==> config.mk <==
export PLATFORM = sky130hd
export DESIGN_NAME = fetch_redirect_ctrl
export DESIGN_NICKNAME = d
export VERILOG_FILES = /design/src/rtl/fetch_redirect_ctrl.sv
export SDC_FILE = /design/constraint.sdc
export NUM_CORES = 1
export LEC_CHECK = 0
export ABC_CLOCK_PERIOD_IN_PS = 6860
export CORE_UTILIZATION = 35
export DETAILED_ROUTE_END_ITERATION = 8
export GPL_ROUTABILITY_DRIVEN = 0
export PLACE_DENSITY = 0.68
export SETUP_SLACK_MARGIN = 0.4
export SYNTH_ARGS = -nofsm -noshare
export SYNTH_HDL_FRONTEND = slang
export SYNTH_SLANG_ARGS = --single-unit
==> constraint.sdc <==
create_clock -name clk -period 6.86 [get_ports clk]
set_clock_uncertainty 0.2 [all_clocks]
set_input_delay 1.372 -clock clk [delete_from_list [all_inputs] [get_ports clk]]
set_output_delay 1.372 -clock clk [all_outputs]
set_load 0.01 [all_outputs]
==> src/rtl/fetch_redirect_ctrl.sv <==
// Fetch-stage PC redirect sequencer: prioritises trap/mispredict/JALR redirects,
// holds a redirect across hazard stalls, then masks wrong-path fetches for a fixed window.
module fetch_redirect_ctrl #(
  parameter int size         = 32,
  parameter int FLUSH_CYCLES = 2,
  parameter int CNT_W        = 16
) (
  input  logic             clk,
  input  logic             reset,
  input  logic             stall,
  input  logic             trap_valid,
  input  logic [size-1:0]  trap_vector,
  input  logic             mispredict_valid,
  input  logic [size-1:0]  correct_pc,
  input  logic             jalr_valid,
  input  logic [size-1:0]  jalr_target,
  output logic             pc_we,
  output logic             redirect_valid,
  output logic [size-1:0]  redirect_pc,
  output logic             fetch_valid,
  output logic             busy,
  output logic [CNT_W-1:0] redirect_count
);

  typedef enum logic [1:0] {IDLE, PENDING, FLUSH} state_t;

  localparam logic [3:0] CNT_LOAD = 4'(FLUSH_CYCLES - 1);

  state_t            r_state;
  logic [size-1:0]   r_pend_pc;
  logic [1:0]        r_pend_pri;
  logic [3:0]        r_flush_cnt;
  logic [CNT_W-1:0]  r_count;

  logic              w_jalr_ok;
  logic              w_ev_valid;
  logic [1:0]        w_ev_pri;
  logic [size-1:0]   w_ev_pc;
  logic              w_ev_wins;
  logic [1:0]        w_best_pri;
  logic [size-1:0]   w_best_pc;
  logic              w_issue;
  logic [size-1:0]   w_issue_pc;

  function automatic logic [CNT_W-1:0] sat_inc(input logic [CNT_W-1:0] v);
    return (&v) ? v : v + CNT_W'(1);
  endfunction

  // Event selection; lower priority number wins, and the same-cycle event wins a tie with pending.
  always_comb begin
    w_jalr_ok  = jalr_valid & (r_state != FLUSH);
    w_ev_valid = trap_valid | mispredict_valid | w_jalr_ok;
    w_ev_pri   = 2'd2;
    w_ev_pc    = jalr_target;
    if (trap_valid) begin
      w_ev_pri = 2'd0;
      w_ev_pc  = trap_vector;
    end else if (mispredict_valid) begin
      w_ev_pri = 2'd1;
      w_ev_pc  = correct_pc;
    end
    w_ev_wins  = w_ev_valid & (w_ev_pri <= r_pend_pri);
    w_best_pri = w_ev_wins ? w_ev_pri : r_pend_pri;
    w_best_pc  = w_ev_wins ? w_ev_pc  : r_pend_pc;

    w_issue    = 1'b0;
    w_issue_pc = w_ev_pc;
    case (r_state)
      PENDING: begin
        w_issue    = ~stall;
        w_issue_pc = w_best_pc;
      end
      default: w_issue = w_ev_valid & ~stall;
    endcase
    w_issue = w_issue & ~reset;
  end

  assign pc_we          = ~stall & ~reset;
  assign redirect_valid = w_issue;
  assign redirect_pc    = w_issue ? w_issue_pc : '0;
  assign fetch_valid    = ~reset & (r_state == IDLE) & ~w_ev_valid;
  assign busy           = (r_state != IDLE);
  assign redirect_count = r_count;

  always_ff @(posedge clk) begin
    if (reset) begin
      r_state     <= IDLE;
      r_pend_pc   <= '0;
      r_pend_pri  <= 2'd3;
      r_flush_cnt <= 4'd0;
      r_count     <= '0;
    end else begin
      if (w_issue) r_count <= sat_inc(r_count);
      case (r_state)
        IDLE: begin
          if (w_ev_valid) begin
            if (stall) begin
              r_pend_pc  <= w_ev_pc;
              r_pend_pri <= w_ev_pri;
              r_state    <= PENDING;
            end else begin
              r_flush_cnt <= CNT_LOAD;
              r_state     <= FLUSH;
            end
          end
        end
        PENDING: begin
          if (!stall) begin
            r_flush_cnt <= CNT_LOAD;
            r_state     <= FLUSH;
          end else begin
            r_pend_pc  <= w_best_pc;
            r_pend_pri <= w_best_pri;
          end
        end
        FLUSH: begin
          // Only trap/mispredict reach here; a counter of zero still reloads on a new redirect.
          if (w_ev_valid) begin
            if (stall) begin
              r_pend_pc  <= w_ev_pc;
              r_pend_pri <= w_ev_pri;
              r_state    <= PENDING;
            end else begin
              r_flush_cnt <= CNT_LOAD;
            end
          end else if (!stall) begin
            if (r_flush_cnt == 4'd0) r_state <= IDLE;
            else r_flush_cnt <= r_flush_cnt - 4'd1;
          end
        end
        default: r_state <= IDLE;
      endcase
    end
  end

endmodule
==> metrics.cfg <==
[run_status]
outcome = complete, no violations

[synthesis]
synth_common_cells = 99 x mux2i_1, 75 x nor2_1, 56 x dfxtp_1
synth-seq-area-share_pct = 31.0
yosys_warnings = 0
netlist.area_leader.share_pct = 31.0
synthMostInstantiatedCell = mux2i_1
netlist_area_um2 = 3620
async_flop_share_pct = 0
syn-num-nets = 560
netlist.top_cell.by_area = dfxtp_1
syn_avg_cell_area_um2 = 7.97
syn_inst = 454
ys_ff_latch = 56
ys.flop_type = dfxtp_1
ys_types = 46
synth_edf_count = 0
synth_area_leaders = dfxtp_1 31%, mux2i_1 27%, nor2_1 7.8%, o21ai_0 5.3%, nand2_1 4.9%

[setup_path]
end_kind = primary output
worst_ep_arrival_time_ns = 4.18
path_max_fanout = 34
crit_path_start_kind = primary input
worstPathRequired_ns = 5.29
path_class = in -> out

[power_and_ir_drop]
powerDensity_nw_per_um2 = 153
p_leak_nw = 2.26
switching_share_pct = 26.8
power_switching_mw = 0.218
internal_power_mw = 0.596
pwr-share-clk_pct = 29.0
comb_power_share_pct = 27.4
vdd_ir_drop_max_mv = 0.0888
seqPwrFrac_pct = 43.6

[placed_design]
post_dp_cell_area_um2 = 5190
io_buffer_count = 153
dp_hpwl_mm = 7.60

[sta]
worst_pin_slew_ns = 1.06
fmax_mhz = 174
fin_setup_tns_ns = 0
min_period_ns = 5.76
hold_viol = 0
rsz0062_at_grt = no
drv_slew = 0
setup_viol = 0
relSlewSlack_pct = 29.2
finalCritPeriodShare_pct = 83.9

[layout]
area_growth_pct = 47.0
antenna_cells = 0
drive_gt1_share_pct = 3.93
stdcell_area_um2 = 5320
nNetsFinal = 690

[drt]
drc = 0
drt_first_iter_violations = 152
postRouteAntennaNets = 0
wl_per_cell_um = 14.6
vias = 3733
dr.pass1.iters = 4
detail_route.vias_per_cell = 5.20
drt-total-wl_mm = 10.5

[clock_network]
ctsHoldBuffers = 0
cts_root_buf = clkbuf_8
clk_latency_ns = 0.31
clk_path_buf_depth = 2
numCtsBuffers = 5
cts_resized = 0
clkSinkCount = 56
path_clk_slew_ns = 0.10
cts_setup_buffers = 0
htreeDepth = 2
cts_tree = built

[floorplanning]
io_pins = 154
die_area_um2 = 10800
num_rows = 36
die_h_um = 104
core_um2 = 9910
start_util_pct = 36.5
die_w_um = 104

[grt]
grt_overflow = 0
grt_max_degree = 67
grt_antenna_before_repair = 0
grt_pass1_vias = 3603
grt_use_total_pct = 19.1
grt_pass1_wl_mm = 17.2

[flow_run]
maxCapViolCount = 0

[hold_path]
min_path_type = reg -> reg

[through the flow]
stage	util, %	setup WS, ns	hold WS (ns)	total power, mW	cells
after floorplan	-	2.01	0.260	0.481	454
after global placement	52.4	1.16	0.271	0.582	710
after detailed placement	52.4	1.10	0.285	0.586	710
after CTS	53.7	1.08	0.308	0.822	718
after global routing	53.7	0.876	0.330	0.859	718
final	53.7	1.10	0.305	0.814	718
[metal layers]
layer,global-route usage (%),vias to the layer above,part of all wire (%)
met1,22.8,1738,43
met2,34.9,110,50
met4,5.00,0,1.6
met3,3.59,12,4.9
li1,-,1873,-
met5,0,-,0
[cell type report]
cell class / count / area, um2
fillers: 944 / 4590
clock buffers: 7 / 96.3
multi-input cells: 353 / 2320
well taps: 133 / 166
repair buffers: 158 / 1550
inverters: 10 / 37.5
flip-flops and latches: 56 / 1120
clock inverters: 1 / 30.0
[registers in the layout (all words and copies together), names as in the netlist]
| register | flops |
|---|---|
| redirect_count | 16 |
| r_flush_cnt | 4 |
| r_pend_pri | 2 |
| r_pend_pc | 32 |
| r_state | 2 |
[worst paths after layout]
kind	slack, ns	from	endpoint	depth (start not counted)
max	1.10	mispredict_valid	redirect_pc[31]	11
min	0.31	r_pend_pc[23]	r_pend_pc[23]	2
max reg2reg	4.11	r_state[1]	redirect_count[14]	6
min reg2reg	0.31	r_pend_pc[23]	r_pend_pc[23]	2
[cell families (layout without fill, tap and decap cells)]
group,after synthesis,after routing,synth area share (%)
AND/OR/NAND/NOR,172,172,21.3
multiplexers,100,100,27.7
AO/OA/AOI/OAI,77,77,13.2
flip-flops,56,56,31.0
buffers and inverters,45,176,5.43
adder cells (fa/ha/maj),4,4,1.38
[layout by cell type, fill, tap and decap left out, drive strengths merged, types with 2 or more instances in the layout]
cell type	n
a21oi	11
a311oi	2
a31oi	2
and2	2
and3	4
and4	2
and4b	2
buf	8
clkbuf	7
clkdlybuf4s50	150
dfxtp	56
ha	4
inv	10
mux2i	99
nand2	47
nand2b	2
nand3	6
nor2	75
nor2b	4
nor3	12
nor4	5
o21ai	39
o311a	2
o311ai	3
o31ai	6
o41ai	3
or3	2
or4	5
[critical path, stage by stage]
cell	delay [ns]
buf_2	0.09
buf_4	0.47
nand2b_1	0.17
ha_1	0.32
nand2_1	0.07
o21a_1	0.14
o21ai_4	0.14
buf_4	0.49
mux2i_1	0.15
nor2_1	0.18
clkdlybuf4s50_1	0.58
[power by group through the flow]
stage / Combinational [mW] / Clock [mW] / Sequential (mW)
finish: 0.223 / 0.236 / 0.355
global route: 0.244 / 0.257 / 0.358
CTS: 0.225 / 0.243 / 0.355
detailed placement: 0.224 / 0 / 0.362
global placement: 0.220 / 0 / 0.362
floorplan: 0.124 / 0 / 0.357
(Power assumes the default switching activity.)
